<file path="config.mk">
export PLATFORM = sky130hd
export DESIGN_NAME = clock_divider_multi
export DESIGN_NICKNAME = d
export VERILOG_FILES = /design/src/rtl/clock_divider_multi_pkg.sv /design/src/rtl/clock_divider_channel.sv /design/src/rtl/clock_divider_multi.sv
export SDC_FILE = /design/constraint.sdc
export NUM_CORES = 1
export LEC_CHECK = 0
export CAP_MARGIN = 20
export CORE_MARGIN = 1.5
export CORE_UTILIZATION = 47
export CTS_CLUSTER_DIAMETER = 100
export DETAILED_ROUTE_END_ITERATION = 7
export PLACE_DENSITY_LB_ADDON = 0.12
export SYNTH_ARGS = -nofsm -noshare
export SYNTH_HDL_FRONTEND = slang
export SYNTH_SLANG_ARGS = --single-unit
</file>
<file path="constraint.sdc">
create_clock -name CLK -period 6.6 [get_ports CLK]
set_clock_uncertainty 0.2 [all_clocks]
set_input_delay 0.99 -clock CLK [delete_from_list [all_inputs] [get_ports CLK]]
set_output_delay 0.99 -clock CLK [all_outputs]
set_load 0.005 [all_outputs]
</file>
<file path="src/rtl/clock_divider_multi_pkg.sv">
// Shared clock utilities for the multi-channel clock divider: the divide
// ratio loaded at reset and a clog2 helper used to size the channel selector.
package clock_divider_multi_pkg;

  // Divide ratio every channel holds after reset.
  localparam int unsigned DIV_RESET = 2;

  // Ceiling log2 with a floor of 1, so a single channel still gets a 1-bit selector.
  function automatic int clog2_min1(input int n);
    int r;
    r = 0;
    while ((1 << r) < n) r++;
    return (r < 1) ? 1 : r;
  endfunction

endpackage

</file>
<file path="src/rtl/clock_divider_channel.sv">
// One divider channel: pending/active ratio, enable and period counter,
// producing a one-cycle TICK per period and a registered near-50% DCLK.
module clock_divider_channel
  import clock_divider_multi_pkg::*;
#(
  parameter int WIDTH = 16
) (
  input  logic             clk,
  input  logic             rst_n,
  input  logic             wr,
  input  logic [WIDTH-1:0] cfg_div,
  input  logic             cfg_en,
  input  logic             sync,
  output logic             tick,
  output logic             dclk
);

  logic [WIDTH-1:0] pdiv, adiv, cnt;
  logic             en;

  logic [WIDTH-1:0] pdiv_nx, adiv_nx, cnt_nx;
  logic             en_nx, tick_nx, dclk_nx, wrap;

  // Next-state: a write lands first, so SYNC and period wraps see the new pending ratio.
  always_comb begin
    pdiv_nx = wr ? cfg_div : pdiv;
    en_nx   = wr ? cfg_en  : en;
    adiv_nx = adiv;
    cnt_nx  = '0;
    tick_nx = 1'b0;
    // Ratios below 2 wrap every cycle; otherwise wrap on the last count of the period.
    wrap    = (adiv < WIDTH'(DIV_RESET)) || (cnt >= adiv - WIDTH'(1));
    // While disabled the ratio loads straight into the active register.
    if (wr && !en) begin
      adiv_nx = cfg_div;
    end
    // Only a channel that was and stays enabled counts; enabling or disabling restarts at 0.
    if (en && en_nx) begin
      if (sync) begin
        adiv_nx = pdiv_nx;
      end else if (wrap) begin
        adiv_nx = pdiv_nx;
        tick_nx = 1'b1;
      end else begin
        cnt_nx  = cnt + WIDTH'(1);
      end
    end
    dclk_nx = en_nx && (cnt_nx < (adiv_nx >> 1));
  end

  // Channel state register; reset abandons any period in flight.
  always_ff @(posedge clk or negedge rst_n) begin
    if (!rst_n) begin
      pdiv <= WIDTH'(DIV_RESET);
      adiv <= WIDTH'(DIV_RESET);
      en   <= 1'b0;
      cnt  <= '0;
      tick <= 1'b0;
      dclk <= 1'b0;
    end else begin
      pdiv <= pdiv_nx;
      adiv <= adiv_nx;
      en   <= en_nx;
      cnt  <= cnt_nx;
      tick <= tick_nx;
      dclk <= dclk_nx;
    end
  end

endmodule

</file>
<file path="src/rtl/clock_divider_multi.sv">
// Multi-channel clock divider: decodes configuration writes to one channel
// and fans SYNC out to all channels. Outputs are data/enables, never clocks.
module clock_divider_multi
  import clock_divider_multi_pkg::*;
#(
  parameter int CHANNELS = 4,
  parameter int WIDTH    = 16,
  parameter int SELW     = clog2_min1(CHANNELS)
) (
  input  logic                CLK,
  input  logic                RESET,
  input  logic                CFG_WE,
  input  logic [SELW-1:0]     CFG_SEL,
  input  logic [WIDTH-1:0]    CFG_DIV,
  input  logic                CFG_EN,
  input  logic                SYNC,
  output logic [CHANNELS-1:0] TICK,
  output logic [CHANNELS-1:0] DCLK
);

  logic [CHANNELS-1:0] wr_sel;

  // One write strobe per channel; a selector at or beyond CHANNELS matches nothing.
  always_comb begin
    wr_sel = '0;
    for (int i = 0; i < CHANNELS; i++) begin
      wr_sel[i] = CFG_WE && (CFG_SEL == SELW'(i));
    end
  end

  for (genvar g = 0; g < CHANNELS; g++) begin : g_ch
    clock_divider_channel #(
      .WIDTH(WIDTH)
    ) u_ch (
      .clk    (CLK),
      .rst_n  (RESET),
      .wr     (wr_sel[g]),
      .cfg_div(CFG_DIV),
      .cfg_en (CFG_EN),
      .sync   (SYNC),
      .tick   (TICK[g]),
      .dclk   (DCLK[g])
    );
  end

endmodule

</file>
==> summary.md, run 1 <==
| Metric | Value |
|---|---|
| Synth area leaders | `dfrtp_1, ha_1, mux2i_1` |
| Fin crit share | `approximately nine tenths` |
| CTS tree | `done` |
| Critical Path RT | `about 6.8 ns` |
| Post_cts resized | `0` |
| Setup bufs post-CTS | `0` |
| Die area | `between 20000 and 30000 µm²` |
| Mapped Cells | `between 1000 and 1500` |
| Pwr dens | `310 nW/µm²` |
| Final setup margin | `between 0.7 and 0.8 ns` |
| Worst skew pair latency | `approximately 0.54 ns` |
| Fillers | `approximately 2600` |
| Share of the synthesized area in the top cell type | `between 30% and 40%` |
| Fmax achieved | `about 0.17 GHz` |
| DR vias/cell | `5.38` |
| Clock Path Buffers | `3` |
| Post-synth ARST share | `100%` |
| Ys Warns | `0` |
| CTS buffer count | `25` |
| N_diodes | `0` |
| Die width | `170 µm` |
| Setup TNS | `0 ns` |
| Area delta synth->final | `10.7%` |
| Max-slew violation count | `0` |
| Ys flop type | `dfrtp_1` |
| Share of cells above drive strength 1 | `8.03%` |
| Worst-path fanout max | `16` |
| Storage element area | `5110 µm²` |
| H-tree levels | `1` |
| Slew at the pin closest to its max-slew limit | `about 0.91 ns` |
| CTS clk-pin slew, worst paths | `around 0.060 ns` |
| Multi-input logic area | `roughly 7400 µm²` |
| WP data arrival | `a little over 6 ns` |
| Reg-to-reg endpoint | `g_ch[0].u_ch.dclk` |
| Vias after detailed routing | `around 9500` |
| Status | `completed` |
| R2R Setup Slk | `a little over 0.7 ns` |
| Post-route ant nets | `0` |
| Hold Path Class | `in2async` |
| Final count of negative-setup-slack endpoints | `0` |
| Gr usage total | `between 20% and 30%` |
| Hold Slack | `0.179 ns` |
| Total power | `around 4500 µW` |
| RePlAce Congestion | `around 0.85` |
| Pre-CTS setup slack | `approximately 0.77 ns` |
| WL/cell | `around 18 µm` |
| VDD IR max | `around 0.21 mV` |
| Startpoint types | `flop` |
| Worst Reg-to-Reg Cells | `20` |
| Initial antenna violation count | `0` |
| CP Class | `reg2reg` |
| Number of remaining DRC errors | `0` |
| Syn Std Cell Area | `approximately 13000 µm²` |
| Final Net Count | `between 1500 and 2000` |
| PortBufs | `30` |
| Root buffer cell | `clkbuf_16` |
| Final Hold Vio Count | `0` |
| Reg2reg start | `g_ch[0].u_ch.adiv[5]` |
| Hpwl dp | `about 24000 µm` |
| Initial Util | `a little under half` |
| Minimum clock period | `5.89 ns` |
| RSZ-0062 raised after global routing | `false` |
| GRT overflow | `0` |
| 1st-pass router iterations | `5` |
| Mean Syn Cell Area | `between 9 and 10 µm²` |
| Core area | `between 20000 and 30000 µm²` |
| IO Pins | `31` |
| Count leader, synth | `dfrtp_1` |
| #FFs+latches synth | `between 200 and 250` |
| Post-synth net total | `roughly 1500` |
| CTS Hold Bufs | `0` |
| Max_slew headroom | `between 30% and 40%` |
| Synth area leader | `dfrtp_1` |
| Crit end category | `flop` |
| Starting DRT DRC Count | `slightly above 600` |
| Share of the yosys chip area belonging to registers | `around 39%` |
| Synth cell count leaders | `dfrtp_1, ha_1, mux2i_1` |
| Unique masters post-synth | `63` |
| Leak | `a little over 0.007 µW` |
| WL final | `between 30000 and 40000 µm` |
| Number of flops mapped to enable cells by yosys | `0` |
| Die Span Y | `170 µm` |
| Pin count of the biggest net entering global routing | `75` |
| CTS Sinks | `204` |
| Rows | `61` |
| First-pass GRT wire length | `roughly 53000 µm` |
| MaxCap Viol Count | `0` |
| Vias in the first global route | `just under 10000` |
-- logic make-up (layout without fill, tap and decap cells) --
logic type	count (synthesis)	in the layout	share of synthesized area (%)
and+or+nand+nor	376	376	14.0
buffers and inverters	159	187	5.20
AOI/OAI and AO/OA	227	227	10.8
xor gates and xnor gates	111	111	7.39
DFF	204	204	38.9
muxes	149	149	11.6
adders and majority gates	128	128	12.2
-- worst max-delay path, stage by stage (launching register included) --
cell and delay (ns):
dfrtp_1 0.41, nor4_1 0.61, nand3_1 0.25, nor3b_1 0.44, nand2_1 0.12, xor2_1 0.17, ha_1 0.29, a211o_1 0.26
o211ai_1 0.11, nand2_1 0.08, nor4_1 0.57, nand2_1 0.53, nor2_1 0.30, ha_1 0.28, a21o_1 0.16, a21o_1 0.17
a21oi_1 0.21, a211oi_1 0.13, nand2_1 0.07, o2111ai_1 0.10, a311oi_1 0.31
-- worst max-delay path by stage --
stage,slack [ns],end,start,depth (start not counted)
2_1_floorplan,1.76,g_ch[1].u_ch.dclk,g_ch[1].u_ch.adiv[5],22
3_3_place_gp,0.75,g_ch[0].u_ch.dclk,g_ch[0].u_ch.adiv[5],20
3_5_place_dp,0.77,g_ch[0].u_ch.dclk,g_ch[0].u_ch.adiv[5],20
4_1_cts,0.71,g_ch[0].u_ch.dclk,g_ch[0].u_ch.adiv[5],20
5_1_grt,0.37,g_ch[0].u_ch.dclk,g_ch[0].u_ch.adiv[4],20
6_report,0.71,g_ch[0].u_ch.dclk,g_ch[0].u_ch.adiv[5],20
-- routing by layer --
layer	track usage, %	vias up	routed length, µm
met5	0	-	0
met4	4.92	0	622
met3	2.30	37	855
met2	36.7	107	14000
met1	34.4	4590	16500
li1	-	4743	-
-- power breakdown --
group	internal, µW	leakage [µW]	switching [µW]
registers	1490	0.00255	240
logic	592	0.00418	764
clock network	850	0.000415	567
-- layout by cell type, fill, tap and decap left out, types with 14 or more instances in the layout --
cell type / instances
dfrtp_1: 196
ha_1: 128
mux2i_1: 120
nor2_1: 108
inv_1: 97
nand2_1: 91
a21oi_1: 78
xnor2_1: 65
o21ai_0: 54
xor2_1: 46
nand3_1: 33
a21o_1: 32
nor3_1: 30
mux2_2: 29
clkdlybuf4s50_1: 29
clkbuf_16: 25
o21a_1: 19
and2_1: 19
and3_1: 18
nand4_1: 15
buf_4: 14
-- metrics by stage --
step	std cells	utilization, %	cell area [µm²]
2_1_floorplan	1354	-	13100
3_3_place_gp	1714	49.6	13700
4_1_cts	1760	52.7	14600
5_1_grt	1760	52.7	14600
3_5_place_dp	1714	49.6	13700
6_report	1760	52.7	14600
-- flip-flops by register name, summed over array words and instances (netlist names) --
signal          cells
g_ch.u_ch.en        4
g_ch.u_ch.cnt      64
g_ch.u_ch.dclk      4
g_ch.u_ch.adiv     64
g_ch.u_ch.tick      4
g_ch.u_ch.pdiv     64
-- layout make-up --
cell class / instances / share of cell area (%)
clock buffers: 32 / 4.68
clock inverters: 14 / 1.10
inverters: 97 / 2.50
multi-input cells: 991 / 50.5
flip-flops and latches: 204 / 35.1
well taps: 378 / 3.25
repair buffers: 44 / 2.82
(Power assumes the default switching activity.)
==> run 2: changes to the inputs <==
- TNS_END_PERCENT: default -> 50
==> results of run 2 <==
No change in the layout: final DEF, timing and power equal those of run 1.
==> run 3: changes to the inputs <==
- CORE_UTILIZATION: 47 -> 40
- MAX_ROUTING_LAYER: default -> met4
==> summary.md, run 3 (synthesis gave the netlist of run 1 again) <==
| Metric | Value |
|---|---|
| Fin crit share | `89.4% (+0.13 points)` |
| WL/cell | `17.9 µm (-1.6%)` |
| CTS clk-pin slew, worst paths | `0.05 ns (about the same)` |
| Largest registers | `g_ch.u_ch.adiv: 64 flops, g_ch.u_ch.cnt: 64 flops, g_ch.u_ch.pdiv: 64 flops` |
| WP data arrival | `6.15 ns (+0.03 ns)` |
| N_diodes | `0 (unchanged)` |
| RePlAce Congestion | `0.852 (+0.28%)` |
| Worst-path fanout max | `13 (-3)` |
| Clock share of power | `30.2% (-1.2 points)` |
| Setup TNS | `0 ns (unchanged)` |
| Gr usage total | `20.4% (-2.8 points)` |
| Setup bufs post-CTS | `0 (unchanged)` |
| Crit end category | `flop` |
| Post-route ant nets | `0 (unchanged)` |
| CTS tree | `done` |
| Total power | `4400 µW (-2.3%)` |
| Fmax achieved | `0.169 GHz (-0.14%)` |
| Vias in the first global route | `9334 (-2.8%)` |
| Die width | `184 µm (+8.2%)` |
| Final count of negative-setup-slack endpoints | `0 (unchanged)` |
| Power share of the combinational group | `30.4% (+0.3 points)` |
| Multi-input logic area | `7350 µm² (unchanged)` |
| Fillers | `3153 (+22%)` |
| Switching share of total power | `34.7% (-0.19 points)` |
| Hpwl dp | `23800 µm (+1.0%)` |
| Die area | `34000 µm² (+17%)` |
| Core area | `32500 µm² (+17%)` |
| Share of power burned in registers | `39.4% (+0.9 points)` |
| Max_slew headroom | `45.1% (+6.0 points)` |
| Initial Util | `40.5% (-7.1 points)` |
| CTS Hold Bufs | `0 (unchanged)` |
| First-pass GRT wire length | `52400 µm (-0.17%)` |
| IO Pins | `31 (unchanged)` |
| Reg2reg start | `g_ch[1].u_ch.adiv[5]` |
| Share of cells above drive strength 1 | `7.89% (-0.14 points)` |
| CTS Sinks | `204 (unchanged)` |
| Final Hold Vio Count | `0 (unchanged)` |
| 1st-pass router iterations | `5 (unchanged)` |
| Worst skew pair latency | `0.53 ns (about the same)` |
| Root buffer cell | `clkbuf_16` |
| Starting DRT DRC Count | `379 (-38%)` |
| Minimum clock period | `5.90 ns (+0.00836 ns)` |
| Vias after detailed routing | `9386 (-0.96%)` |
| Most common cell after layout, fill and taps aside | `dfrtp_1` |
| Number of remaining DRC errors | `0 (unchanged)` |
| Area delta synth->final | `11.1%` |
| Reg-to-reg endpoint | `g_ch[1].u_ch.dclk` |
| PortBufs | `30 (unchanged)` |
| VDD IR max | `0.221 mV (+5.6%)` |
| Worst Reg-to-Reg Cells | `22 (+10%)` |
| GRT overflow | `0 (unchanged)` |
| Max-slew violation count | `0 (unchanged)` |
| MaxCap Viol Count | `0 (unchanged)` |
| P_sw | `1530 µW (-2.8%)` |
| Rows | `66 (+8.2%)` |
| Most frequent cells in the layout | `dfrtp_1, ha_1, mux2i_1, nor2_1, inv_1` |
| Clock Path Buffers | `3 (unchanged)` |
| Pwr dens | `301 nW/µm² (-2.7%)` |
| Critical Path RT | `6.85 ns (+0.03 ns)` |
| Post_cts resized | `0 (unchanged)` |
| Hold Path Class | `in2async` |
| Pint | `2880 µW (-2.0%)` |
| CTS buffer count | `25 (unchanged)` |
| Startpoint types | `flop` |
| CP Class | `reg2reg` |
| Pin count of the biggest net entering global routing | `106 (+41%)` |
| DR vias/cell | `5.15 (-4.4%)` |
| Final Net Count | `1515 (+0.066%)` |
| Slew at the pin closest to its max-slew limit | `0.824 ns (-0.0873 ns)` |
| Die Span Y | `184 µm (+8.2%)` |
| H-tree levels | `1 (unchanged)` |
| RSZ-0062 raised after global routing | `false` |
| Leak | `0.00714 µW (-0.16%)` |
| R2R Setup Slk | `0.70 ns (about the same)` |
| WL final | `32600 µm (+1.9%)` |
| Initial antenna violation count | `0 (unchanged)` |
| Status | `completed` |
| Hold Slack | `0.273 ns (+0.0940 ns)` |
| Storage element area | `5110 µm² (unchanged)` |
[run 3: changes by cell type in the layout (fill, tap and decap cells not counted), sizes merged]
cell      delta
clkinv       -3
bufinv       -3
clkinvlp     -1
buf          +1
inv          -2
clkbuf       +7
[run 3: cell type report]
cell class                      count  share of cell area, %
Tap cell                          442                   3.78
Clock buffer                       39                   5.26
Timing Repair Buffer               45                   2.95
Clock inverter                      5                  0.188
Multi-Input combinational cell    991                   50.3
Sequential cell                   204                   35.0
Inverter                           97                   2.49
[run 3: critical path: stages (launching register included)]
cell	delay [ns]
dfrtp_1	0.40
nor4_1	0.48
nor4b_1	0.60
and3_1	0.31
nand2_1	0.08
xor2_1	0.14
ha_1	0.30
nand2_1	0.07
o21ai_0	0.21
o21ai_0	0.16
o21ai_1	0.28
nor2_1	0.09
nor2_2	0.53
buf_4	0.35
mux2_2	0.36
ha_1	0.18
a21o_1	0.17
a21o_1	0.17
a21oi_1	0.15
nor2_1	0.05
a2111oi_0	0.28
nand2b_1	0.10
a31oi_1	0.15
[run 3: how the worst max path moves through the flow]
stage,start,endpoint,cells past startpoint
2_1_floorplan,g_ch[1].u_ch.adiv[5],g_ch[1].u_ch.dclk,22
3_3_place_gp,g_ch[0].u_ch.adiv[4],g_ch[0].u_ch.dclk,19
3_5_place_dp,g_ch[1].u_ch.adiv[5],g_ch[1].u_ch.dclk,22
4_1_cts,g_ch[1].u_ch.adiv[4],g_ch[1].u_ch.dclk,22
5_1_grt,g_ch[0].u_ch.adiv[4],g_ch[0].u_ch.dclk,19
6_report,g_ch[1].u_ch.adiv[5],g_ch[1].u_ch.dclk,22
[run 3: power groups by stage]
stage          Clock, µW  Sequential (µW)  Combinational, µW
6_report            1330             1740               1340
4_1_cts             1370             1740               1360
3_5_place_dp           0             1760               1340
5_1_grt             1420             1770               1530
2_1_floorplan          0             1670               1020
3_3_place_gp           0             1750               1330
[run 3: stage by stage]
step                std cells  util [%]  cell area (µm²)  setup slack (ns)
floorplan                1354         -            13100              1.76
global placement         1779      42.6            13800             0.892
detailed placement       1779      42.6            13800             0.770
CTS                      1823      45.0            14600             0.724
global route             1823      45.0            14600             0.324
finish                   1823      45.0            14600             0.697
[run 3: layer usage]
metal	up-vias	routed length (µm)	global-route usage, %
met5	-	0	-
met1	4498	16000	27.6
met2	96	15100	32.6
met4	0	747	4.85
met3	46	728	2.29
li1	4746	-	-
